### src/rtl/i2c_seq_pkg.sv
// Shared types for the I2C transaction sequencer: FSM states, command record, timer width.
package i2c_seq_pkg;

  localparam int unsigned CMD_ADDR_W = 8;
  localparam int unsigned CMD_DATA_W = 24;
  // Must hold TIMEOUT_CYC-1 for the largest supported TIMEOUT_CYC (65535).
  localparam int unsigned TIMER_W    = 16;

  typedef enum logic [1:0] {
    IDLE,
    LAUNCH,
    WAIT_ACT,
    WAIT_STOP
  } i2c_seq_state_t;

  typedef struct packed {
    logic [CMD_ADDR_W-1:0] addr;
    logic [CMD_DATA_W-1:0] data;
  } i2c_cmd_t;

endpackage

### src/rtl/i2c_txn_sequencer_if.sv
// Host command/response and controller-facing signals of the transaction sequencer.
interface i2c_txn_sequencer_if #(
  parameter int unsigned ADDR_W = 8,
  parameter int unsigned DATA_W = 24
) ();

  logic              cmd_valid;
  logic              cmd_ready;
  logic [ADDR_W-1:0] cmd_addr;
  logic [DATA_W-1:0] cmd_data;
  logic              rsp_valid;
  logic              rsp_ready;
  logic [DATA_W-1:0] rsp_data;
  logic              rsp_nack;
  logic              rsp_timeout;
  logic              busy;
  logic              ctrl_start;
  logic [ADDR_W-1:0] ctrl_addr;
  logic [DATA_W-1:0] ctrl_data_snt;
  logic              ctrl_scl;
  logic              ctrl_sda;
  logic              ctrl_ack;
  logic [DATA_W-1:0] ctrl_data_rcv;

  // Sequencer side
  modport slave (
    input  cmd_valid, cmd_addr, cmd_data, rsp_ready,
    input  ctrl_scl, ctrl_sda, ctrl_ack, ctrl_data_rcv,
    output cmd_ready, rsp_valid, rsp_data, rsp_nack, rsp_timeout, busy,
    output ctrl_start, ctrl_addr, ctrl_data_snt
  );

  // Host / controller side
  modport master (
    output cmd_valid, cmd_addr, cmd_data, rsp_ready,
    output ctrl_scl, ctrl_sda, ctrl_ack, ctrl_data_rcv,
    input  cmd_ready, rsp_valid, rsp_data, rsp_nack, rsp_timeout, busy,
    input  ctrl_start, ctrl_addr, ctrl_data_snt
  );

endinterface

### src/rtl/i2c_cmd_fifo.sv
// Synchronous command FIFO with a registered ready (= !full) flag.
module i2c_cmd_fifo
  import i2c_seq_pkg::*;
#(
  parameter int unsigned DEPTH = 4
) (
  input  logic     clk,
  input  logic     rst,
  input  logic     i_push,
  input  i2c_cmd_t i_cmd,
  input  logic     i_pop,
  output i2c_cmd_t o_head,
  output logic     o_ready,
  output logic     o_empty,
  output logic     o_full
);

  localparam int unsigned PTR_W = $clog2(DEPTH);

  i2c_cmd_t         r_mem [DEPTH];
  logic [PTR_W-1:0] r_wptr;
  logic [PTR_W-1:0] r_rptr;
  logic [PTR_W:0]   r_count;
  logic             r_ready;
  logic [PTR_W:0]   w_count_d;
  logic             w_push;
  logic             w_pop;

  assign o_full  = (r_count == (PTR_W+1)'(DEPTH));
  assign o_empty = (r_count == '0);
  // Gate on the registered ready: a pop in the same cycle never frees a slot early,
  // and nothing is accepted in the first cycle after reset.
  assign w_push  = i_push && r_ready;
  assign w_pop   = i_pop && !o_empty;
  assign o_head  = r_mem[r_rptr];
  assign o_ready = r_ready;

  // Occupancy next state
  always_comb begin
    w_count_d = r_count;
    if (w_push && !w_pop) begin
      w_count_d = r_count + 1'b1;
    end else if (!w_push && w_pop) begin
      w_count_d = r_count - 1'b1;
    end
  end

  // Pointers, count and ready flag; pointers wrap naturally as DEPTH is a power of two
  always_ff @(posedge clk or negedge rst) begin
    if (!rst) begin
      r_wptr  <= '0;
      r_rptr  <= '0;
      r_count <= '0;
      r_ready <= 1'b0;
    end else begin
      if (w_push) r_wptr <= r_wptr + 1'b1;
      if (w_pop)  r_rptr <= r_rptr + 1'b1;
      r_count <= w_count_d;
      r_ready <= (w_count_d != (PTR_W+1)'(DEPTH));
    end
  end

  // Storage array, no reset needed
  always_ff @(posedge clk) begin
    if (w_push) r_mem[r_wptr] <= i_cmd;
  end

endmodule

### src/rtl/i2c_txn_sequencer.sv
// Launches buffered host commands on the I2C controller one at a time and returns one
// response per command (captured data/ack at STOP, or a timeout abort).
module i2c_txn_sequencer
  import i2c_seq_pkg::*;
#(
  // ADDR_W/DATA_W must match the i2c_cmd_t field widths.
  parameter int unsigned ADDR_W      = CMD_ADDR_W,
  parameter int unsigned DATA_W      = CMD_DATA_W,
  parameter int unsigned FIFO_DEPTH  = 4,
  parameter int unsigned START_HOLD  = 2,
  parameter int unsigned TIMEOUT_CYC = 65535
) (
  input logic                clk,
  input logic                rst,
  i2c_txn_sequencer_if.slave bus
);

  localparam int unsigned HOLD_W = (START_HOLD > 1) ? $clog2(START_HOLD) : 1;
  localparam logic [HOLD_W-1:0]  HOLD_LAST  = HOLD_W'(START_HOLD - 1);
  localparam logic [TIMER_W-1:0] TIMER_LAST = TIMER_W'(TIMEOUT_CYC - 1);

  i2c_seq_state_t    r_state, w_state_d;
  logic              r_start, w_start_d;
  logic [HOLD_W-1:0] r_hold, w_hold_d;
  logic [TIMER_W-1:0] r_timer, w_timer_d;
  logic [ADDR_W-1:0] r_caddr, w_caddr_d;
  logic [DATA_W-1:0] r_cdata, w_cdata_d;
  logic              r_rsp_valid, w_rsp_valid_d;
  logic [DATA_W-1:0] r_rsp_data, w_rsp_data_d;
  logic              r_rsp_nack, w_rsp_nack_d;
  logic              r_rsp_to, w_rsp_to_d;
  logic              r_scl_q, r_sda_q;

  i2c_cmd_t w_cmd_in;
  i2c_cmd_t w_head;
  logic     w_ready, w_empty, w_full, w_pop, w_stop;

  assign w_cmd_in.addr = bus.cmd_addr;
  assign w_cmd_in.data = bus.cmd_data;

  i2c_cmd_fifo #(
    .DEPTH (FIFO_DEPTH)
  ) u_fifo (
    .clk     (clk),
    .rst     (rst),
    .i_push  (bus.cmd_valid),
    .i_cmd   (w_cmd_in),
    .i_pop   (w_pop),
    .o_head  (w_head),
    .o_ready (w_ready),
    .o_empty (w_empty),
    .o_full  (w_full)
  );

  // STOP: SDA rises while SCL stays high across the registered and current samples
  assign w_stop = r_scl_q && !r_sda_q && bus.ctrl_scl && bus.ctrl_sda;

  // Next-state for FSM, launch outputs, timer and response register
  always_comb begin
    w_state_d     = r_state;
    w_start_d     = r_start;
    w_hold_d      = r_hold;
    w_timer_d     = r_timer;
    w_caddr_d     = r_caddr;
    w_cdata_d     = r_cdata;
    w_rsp_valid_d = r_rsp_valid;
    w_rsp_data_d  = r_rsp_data;
    w_rsp_nack_d  = r_rsp_nack;
    w_rsp_to_d    = r_rsp_to;
    w_pop         = 1'b0;

    if (r_rsp_valid && bus.rsp_ready) begin
      w_rsp_valid_d = 1'b0;
      w_rsp_data_d  = '0;
      w_rsp_nack_d  = 1'b0;
      w_rsp_to_d    = 1'b0;
    end

    unique case (r_state)
      IDLE: begin
        // Only one transaction outstanding: wait for the host to take the response
        if (!w_empty && !r_rsp_valid) begin
          w_pop     = 1'b1;
          w_caddr_d = w_head.addr;
          w_cdata_d = w_head.data;
          w_timer_d = '0;
          w_hold_d  = '0;
          w_start_d = 1'b1;
          w_state_d = LAUNCH;
        end
      end
      LAUNCH: begin
        if (r_hold == HOLD_LAST) begin
          w_start_d = 1'b0;
          w_state_d = WAIT_ACT;
        end else begin
          w_hold_d = r_hold + 1'b1;
        end
      end
      WAIT_ACT: begin
        if (!bus.ctrl_scl) w_state_d = WAIT_STOP;
      end
      WAIT_STOP: begin
        if (w_stop) begin
          w_rsp_valid_d = 1'b1;
          w_rsp_data_d  = bus.ctrl_data_rcv;
          w_rsp_nack_d  = bus.ctrl_ack;
          w_rsp_to_d    = 1'b0;
          w_state_d     = IDLE;
        end
      end
      default: w_state_d = IDLE;
    endcase

    // Timer runs in every active state; a STOP in the same cycle takes priority
    if ((r_state != IDLE) && !((r_state == WAIT_STOP) && w_stop)) begin
      if (r_timer == TIMER_LAST) begin
        w_rsp_valid_d = 1'b1;
        w_rsp_data_d  = '0;
        w_rsp_nack_d  = 1'b0;
        w_rsp_to_d    = 1'b1;
        w_start_d     = 1'b0;
        w_state_d     = IDLE;
      end else begin
        w_timer_d = r_timer + 1'b1;
      end
    end
  end

  // State and output registers
  always_ff @(posedge clk or negedge rst) begin
    if (!rst) begin
      r_state     <= IDLE;
      r_start     <= 1'b0;
      r_hold      <= '0;
      r_timer     <= '0;
      r_caddr     <= '0;
      r_cdata     <= '0;
      r_rsp_valid <= 1'b0;
      r_rsp_data  <= '0;
      r_rsp_nack  <= 1'b0;
      r_rsp_to    <= 1'b0;
      r_scl_q     <= 1'b1;
      r_sda_q     <= 1'b1;
    end else begin
      r_state     <= w_state_d;
      r_start     <= w_start_d;
      r_hold      <= w_hold_d;
      r_timer     <= w_timer_d;
      r_caddr     <= w_caddr_d;
      r_cdata     <= w_cdata_d;
      r_rsp_valid <= w_rsp_valid_d;
      r_rsp_data  <= w_rsp_data_d;
      r_rsp_nack  <= w_rsp_nack_d;
      r_rsp_to    <= w_rsp_to_d;
      r_scl_q     <= bus.ctrl_scl;
      r_sda_q     <= bus.ctrl_sda;
    end
  end

  assign bus.cmd_ready     = w_ready;
  assign bus.rsp_valid     = r_rsp_valid;
  assign bus.rsp_data      = r_rsp_data;
  assign bus.rsp_nack      = r_rsp_nack;
  assign bus.rsp_timeout   = r_rsp_to;
  assign bus.busy          = (r_state != IDLE) || !w_empty;
  assign bus.ctrl_start    = r_start;
  assign bus.ctrl_addr     = r_caddr;
  assign bus.ctrl_data_snt = r_cdata;

  logic w_unused;
  assign w_unused = w_full;

endmodule

### src/flat_wrapper.sv
// flat-port wrapper written by rule: the top's interface ports become plain ports
module i2c_txn_sequencer_flat import i2c_seq_pkg::*;
#(
                                                         
  parameter int unsigned ADDR_W      = CMD_ADDR_W,
  parameter int unsigned DATA_W      = CMD_DATA_W,
  parameter int unsigned FIFO_DEPTH  = 4,
  parameter int unsigned START_HOLD  = 2,
  parameter int unsigned TIMEOUT_CYC = 65535
)
  (clk, rst, bus_cmd_valid, bus_cmd_addr, bus_cmd_data, bus_rsp_ready, bus_ctrl_scl, bus_ctrl_sda, bus_ctrl_ack, bus_ctrl_data_rcv, bus_cmd_ready, bus_rsp_valid, bus_rsp_data, bus_rsp_nack, bus_rsp_timeout, bus_busy, bus_ctrl_start, bus_ctrl_addr, bus_ctrl_data_snt);
  i2c_txn_sequencer_if #(.ADDR_W(ADDR_W), .DATA_W(DATA_W)) bus_i ();
  input logic clk;
  input logic rst;
  input wire logic [$bits(bus_i.cmd_valid)-1:0] bus_cmd_valid;
  input wire logic [$bits(bus_i.cmd_addr)-1:0] bus_cmd_addr;
  input wire logic [$bits(bus_i.cmd_data)-1:0] bus_cmd_data;
  input wire logic [$bits(bus_i.rsp_ready)-1:0] bus_rsp_ready;
  input wire logic [$bits(bus_i.ctrl_scl)-1:0] bus_ctrl_scl;
  input wire logic [$bits(bus_i.ctrl_sda)-1:0] bus_ctrl_sda;
  input wire logic [$bits(bus_i.ctrl_ack)-1:0] bus_ctrl_ack;
  input wire logic [$bits(bus_i.ctrl_data_rcv)-1:0] bus_ctrl_data_rcv;
  output wire logic [$bits(bus_i.cmd_ready)-1:0] bus_cmd_ready;
  output wire logic [$bits(bus_i.rsp_valid)-1:0] bus_rsp_valid;
  output wire logic [$bits(bus_i.rsp_data)-1:0] bus_rsp_data;
  output wire logic [$bits(bus_i.rsp_nack)-1:0] bus_rsp_nack;
  output wire logic [$bits(bus_i.rsp_timeout)-1:0] bus_rsp_timeout;
  output wire logic [$bits(bus_i.busy)-1:0] bus_busy;
  output wire logic [$bits(bus_i.ctrl_start)-1:0] bus_ctrl_start;
  output wire logic [$bits(bus_i.ctrl_addr)-1:0] bus_ctrl_addr;
  output wire logic [$bits(bus_i.ctrl_data_snt)-1:0] bus_ctrl_data_snt;
  assign bus_i.cmd_valid = bus_cmd_valid;
  assign bus_i.cmd_addr = bus_cmd_addr;
  assign bus_i.cmd_data = bus_cmd_data;
  assign bus_i.rsp_ready = bus_rsp_ready;
  assign bus_i.ctrl_scl = bus_ctrl_scl;
  assign bus_i.ctrl_sda = bus_ctrl_sda;
  assign bus_i.ctrl_ack = bus_ctrl_ack;
  assign bus_i.ctrl_data_rcv = bus_ctrl_data_rcv;
  assign bus_cmd_ready = bus_i.cmd_ready;
  assign bus_rsp_valid = bus_i.rsp_valid;
  assign bus_rsp_data = bus_i.rsp_data;
  assign bus_rsp_nack = bus_i.rsp_nack;
  assign bus_rsp_timeout = bus_i.rsp_timeout;
  assign bus_busy = bus_i.busy;
  assign bus_ctrl_start = bus_i.ctrl_start;
  assign bus_ctrl_addr = bus_i.ctrl_addr;
  assign bus_ctrl_data_snt = bus_i.ctrl_data_snt;
  i2c_txn_sequencer #(.ADDR_W(ADDR_W), .DATA_W(DATA_W), .FIFO_DEPTH(FIFO_DEPTH), .START_HOLD(START_HOLD), .TIMEOUT_CYC(TIMEOUT_CYC)) u_core (.clk(clk), .rst(rst), .bus(bus_i));
endmodule
### config.mk
export PLATFORM = sky130hd
export DESIGN_NAME = i2c_txn_sequencer_flat
export DESIGN_NICKNAME = d
export VERILOG_FILES = /design/src/rtl/i2c_seq_pkg.sv /design/src/rtl/i2c_txn_sequencer_if.sv /design/src/rtl/i2c_cmd_fifo.sv /design/src/rtl/i2c_txn_sequencer.sv /design/src/flat_wrapper.sv
export SDC_FILE = /design/constraint.sdc
export NUM_CORES = 1
export LEC_CHECK = 0
export CAP_MARGIN = 20
export CORE_MARGIN = 3
export CORE_UTILIZATION = 50
export CTS_CLUSTER_DIAMETER = 120
export CTS_CLUSTER_SIZE = 16
export DETAILED_ROUTE_END_ITERATION = 12
export DONT_BUFFER_PORTS = 1
export GPL_TIMING_DRIVEN = 0
export HOLD_SLACK_MARGIN = 0.02
export PLACE_DENSITY = 0.75
export RECOVER_POWER = 100
export SLEW_MARGIN = 20
export SYNTH_ARGS = -nofsm -noshare
export SYNTH_HDL_FRONTEND = slang
export SYNTH_SLANG_ARGS = --single-unit
### constraint.sdc
create_clock -name clk -period 3.7 [get_ports clk]
set_input_delay 0.74 -clock clk [delete_from_list [all_inputs] [get_ports clk]]
set_output_delay 0.74 -clock clk [all_outputs]
set_load 0.1 [all_outputs]
== After elaboration in Yosys (flattened, before gate mapping) ==
Memories as Yosys holds them, arrays and structs flattened. A register that Yosys moved wholly into a read port is not among the register bits.
Index checks and enable logic that the tools add are counted.

* Flip-flop bits (word level): 57
* Memories: 1
* Word-level logic and storage cells: 97
* Input port bits: 63
* Output and inout bits: 62
* RAM bits: 128

{| class="wikitable"
|+ Memory list
! memory !! words !! bits a word !! read ports !! clocked after Yosys merged registers in !! wr ports !! RTL line !! RTL
|-
| u_core.u_fifo.r_mem || 4 || 32 || 1 || 1 || 1 || i2c_cmd_fifo.sv:20 || <nowiki>i2c_cmd_t r_mem [DEPTH];</nowiki>
|}

* Multiplexer cells: 45
* Reduce and logical (&&, ||, !) cells: 25
* Equality and inequality tests: 6
* $add $sub $neg: 6

{| class="wikitable"
|+ Operators with widths
! kind !! number
|-
| $mux 24 || 5
|-
| $mux 16 || 4
|-
| $mux 1 || 25
|-
| $add 16x1->16 const B || 1
|-
| $eq 16x16->1 const B || 1
|-
| $mux 2 || 6
|-
| $logic_and 1x1->1 || 11
|-
| $pmux 2 s4 || 1
|-
| $logic_not 1->1 || 7
|-
| $mux 3 || 2
|-
| $add 2x1->2 const B || 2
|-
| $eq 2x2->1 const B || 2
|-
| $pmux 1 s2 || 2
|-
| $reduce_and 2->1 || 2
|-
| $reduce_bool 2->1 || 2
|-
| $add 3x1->3 const B || 1
|-
| $logic_not 3->1 || 1
|-
| $ne 3x3->1 const B || 1
|-
| $sub 3x1->3 const B || 1
|-
| $eq 2x1->1 const B || 1
|-
| $logic_not 2->1 || 1
|-
| $ne 2x1->1 const B || 1
|-
| $add 1x1->1 const B || 1
|-
| $logic_or 1x1->1 || 1
|}

== Logic depth before layout (Yosys ltp) ==
* Depth in word-level cells: 10
* Gate-level depth with buffers: 8

== By module ==
Synthesis repeated with hierarchy kept, for this count alone.

* Cells, all modules: 598
* Area total of the unflattened synthesis: 8730.9 µm²

{| class="wikitable"
|+ Modules (own cells, without submodules)
! module !! area an instance (µm²) !! instances !! cells each
|-
| i2c_cmd_fifo || 5172.5 || 1 || 222
|-
| i2c_txn_sequencer || 3558.4 || 1 || 376
|}

== Worst setup path before layout ==
No wires, ideal clock.

* Path type: reg-to-reg
* Start: reg u_core.u_fifo.r_ready (netlist: u_core.u_fifo.o_ready)
* End: mem u_core.u_fifo.r_mem[0][0] (netlist name), enable pin
* Data arrival time: 1.944 ns
* Data required time: 3.308 ns
* Period minus slack after synthesis: 2.336 ns
* Stages on the path, launching flop included: 2
* Path buffers: 0
* Slack: 1.364 ns
* Cell sequence: dfrtp_1 -> and3_1

* Cells in the longest elaborated chain, start to end: 3

{| class="wikitable"
|+ RTL lines
! what !! RTL line !! RTL
|-
| from (decl) || i2c_cmd_fifo.sv:24 || <nowiki>logic r_ready;</nowiki>
|-
| from (signal assigned) || i2c_cmd_fifo.sv:59 || <nowiki>r_ready <= (w_count_d != (PTR_W+1)'(DEPTH));</nowiki>
|-
| $logic_and 1x1->1 || i2c_cmd_fifo.sv:33 || <nowiki>assign w_push = i_push && r_ready;</nowiki>
|-
| $mux 1 || i2c_cmd_fifo.sv:65 || <nowiki>if (w_push) r_mem[r_wptr] <= i_cmd;</nowiki>
|-
| $mux 1 (implied by the code) || i2c_cmd_fifo.sv:65 ||
|-
| to (decl) || i2c_cmd_fifo.sv:20 ||
|}

No other way between the ends.

== Worst setup path in the final report ==
* Start: reg u_core.u_fifo.r_ready (netlist: u_core.u_fifo.o_ready)
* End: mem u_core.u_fifo.r_mem[0][7] (netlist name), enable pin

The elaborated chain is that of the path after synthesis.

==> metrics.cfg <==
[route]
drc = 0
wl_per_cell_um = 21.11
vias = 4970
firstDrtPassIters = 5
vias_per_cell = 5.861
wl_um = 17900
detail-route-antenna-nets = 0
drt-initial-drc-count = 333

[place]
dp_hpwl_um = 11900
placed_area_um2 = 8977
port_buffers = 0
gp_congestion = 0.7966

[cts]
cts_tree = yes
cts_resized = 0
clk_latency_ps = 480
cts-root-to-sink-buffers = 3
cts_made_buffers = 17
clock_sinks = 217
clockRootBuffer = clkbuf_16
htree_num_levels = 1
clk_pin_slew_ps = 80

[global_routing]
track_usage = 0.1885
grt_start_max_net_pins = 88
grt_pass1_vias = 5120
grt_antenna_before_repair = 0
grt_pass1_wl_um = 27520
overflow = 0

[worst_setup_path]
cp_data_arrival_time_ps = 3260
crit_path_end_kind = register
worstSetupStartpointType = register
r2r_start = u_core.u_fifo.o_ready
cp_max_fo = 27
critPathSlowestCell = dlymetal6s2s_1
rr_worst_depth = 2
critical_path_class = reg2reg
path_cells = and3_1, dlymetal6s2s_1
startpoint = u_core.u_fifo.o_ready
slowest_delay_ps = 1170
required_ps = 3780

[sta]
slew_viol_final = 116
finClkSkew_ps = 20.22
slew_headroom = -0.5309
layout_min_cycle_time_ps = 3177
setup_viol_count_final = 0
hold_viol_final = 0
fin_crit_sh = 0.8588
timing.setup.tns_ps = 0
rsz0062_at_grt = no
worst_slew_pin_slew_ps = 2296
max_freq_mhz = 314.7

[layout]
nFillCells = 1348
layout-drive-gt1-share = 0.1051
syn2layout_area_growth_pct = 9.133
nets = 689
fin_area_um2 = 9404
antenna_cells = 0

[floorplanning]
rows = 47
coreArea_um2 = 16700
start_util = 0.5160
die_area_um2 = 18850
fp.dieH_um = 137.3
io_pins = 125
die_x_um = 137.3

[synth]
ys_types = 46
yosysTopAreaCellShare = 0.4461
ys_top_cells_by_area = edfxtp_1 45%, dfrtp_1 25%, mux4_2 8.4%, nand2_1 6.2%, a21oi_1 1.9%
synth_most_common_cell = nand2_1
synth-async-reset-ratio = 0.4101
yosys_warnings = 0
synth_area_um2 = 8617
synth-seq-area-share = 0.7048
ys_top_cells_by_count = 142 x nand2_1, 128 x edfxtp_1, 87 x dfrtp_1, 33 x a21oi_1, 32 x mux4_2
synthFlopType = edfxtp_1
synth-edff-count = 128
synth-seq-cells = 217
yosysTopAreaCell = edfxtp_1
syn_area_per_cell_um2 = 14.53
synthCells = 593
synth_fp_nets = 665

[status]
violations = max-capacitance violations, max-slew violations
outcome = finished, violations left

[flow_run]
maxCapViolations = 2

[worst_hold_path]
hold_path_class = in2async

## layout make-up
type,instances,area (um2),area share
timing repair buffer,5,62.56,0.006652
sequential,217,6073,0.6458
multi-input combinational,339,2365,0.2515
clock buffer,28,466.7,0.04963
clock inverter,2,17.52,0.001863
tap,220,275.3,0.02927
inverter,9,33.78,0.003592
buffer,28,110.1,0.01171
## state kept, by name, indices dropped and copies added (netlist names), 2 cells and up
| name | count |
|---|---|
| u_core.bus.ctrl_addr | 8 |
| u_core.u_fifo.r_rptr | 2 |
| u_core.u_fifo.r_wptr | 2 |
| u_core.r_state | 2 |
| u_core.bus.rsp_data | 24 |
| u_core.u_fifo.r_mem | 128 |
| u_core.r_timer | 16 |
| u_core.u_fifo.r_count | 3 |
| u_core.bus.ctrl_data_snt | 24 |
## cell usage in the layout (no fill, tap or decap), drive strengths merged, types with 2 or more instances in the layout
| cell | count |
|---|---|
| a21boi | 2 |
| a21oi | 33 |
| and3 | 9 |
| buf | 5 |
| clkbuf | 53 |
| dfrtp | 87 |
| dfstp | 2 |
| dlymetal6s2s | 3 |
| edfxtp | 128 |
| ha | 9 |
| inv | 11 |
| mux2 | 2 |
| mux2i | 12 |
| mux4 | 32 |
| nand2 | 142 |
| nand2b | 3 |
| nand3 | 31 |
| nand4 | 7 |
| nor2 | 8 |
| nor3 | 6 |
| nor4 | 6 |
| o211ai | 2 |
| o21ai | 3 |
| o31ai | 7 |
| or2 | 2 |
| or4 | 5 |
| xnor2 | 4 |
## metrics by stage
step	hold slack, ps	setup slack, ps	instances	utilization
finish	101.7	522.5	848	0.5631
global route	84.86	371.9	848	0.5631
CTS	85.96	837.9	848	0.5682
detailed placement	447.1	867.8	817	0.5375
global placement	448.7	681.4	813	0.5324
floorplan	444.4	1364	593	-
## cells by family (layout without fill, tap and decap cells)
kind of cell / count (synthesis) / count (layout) / synth area share
AOI/OAI and AO/OA: 55 / 55 / 0.03877
xor gates and xnor gates: 4 / 4 / 0.004065
adders and majority gates: 9 / 9 / 0.01307
buffers and inverters: 37 / 72 / 0.01815
DFF: 217 / 217 / 0.7048
muxes: 46 / 46 / 0.1002
and+or+nand+nor: 225 / 225 / 0.1210
## path summary, 6_finish.rpt
path,end,slack [ps]
max,u_core.u_fifo.r_mem[0][7],520
min,u_core.r_scl_q,100
max reg2reg,u_core.u_fifo.r_mem[0][7],520
min reg2reg,u_core.u_fifo.r_count[2],510
max in group asynchronous,u_core.bus.rsp_data[9],1420
min in group clk,u_core.r_sda_q,260
## critical path: cells and delay by family, from the launching register on
kind	cells	cell delay [ps]
DFF	1	1060
and+or+nand+nor	1	510
buffers and inverters	1	1170
## metal layers
| layer | vias to the layer above | global-route usage | wire [um] | part of all wire |
|---|---|---|---|---|
| met4 | 0 | 0.04213 | 306 | 0.017 |
| met3 | 26 | 0.06026 | 1649 | 0.092 |
| met1 | 2524 | 0.2334 | 7048 | 0.39 |
| met2 | 194 | 0.3262 | 8895 | 0.50 |
| li1 | 2226 | - | - | - |
| met5 | - | 0 | 0 | 0 |
## repair_timing
item / CTS / global route
hold endpoints to repair: 87 / 0
buffers inserted: 0 / 0
hold buffers: 1 / 0
Power is not shown: default switching activity piles up to over one toggle a cycle in this logic, so the estimate is an artifact.
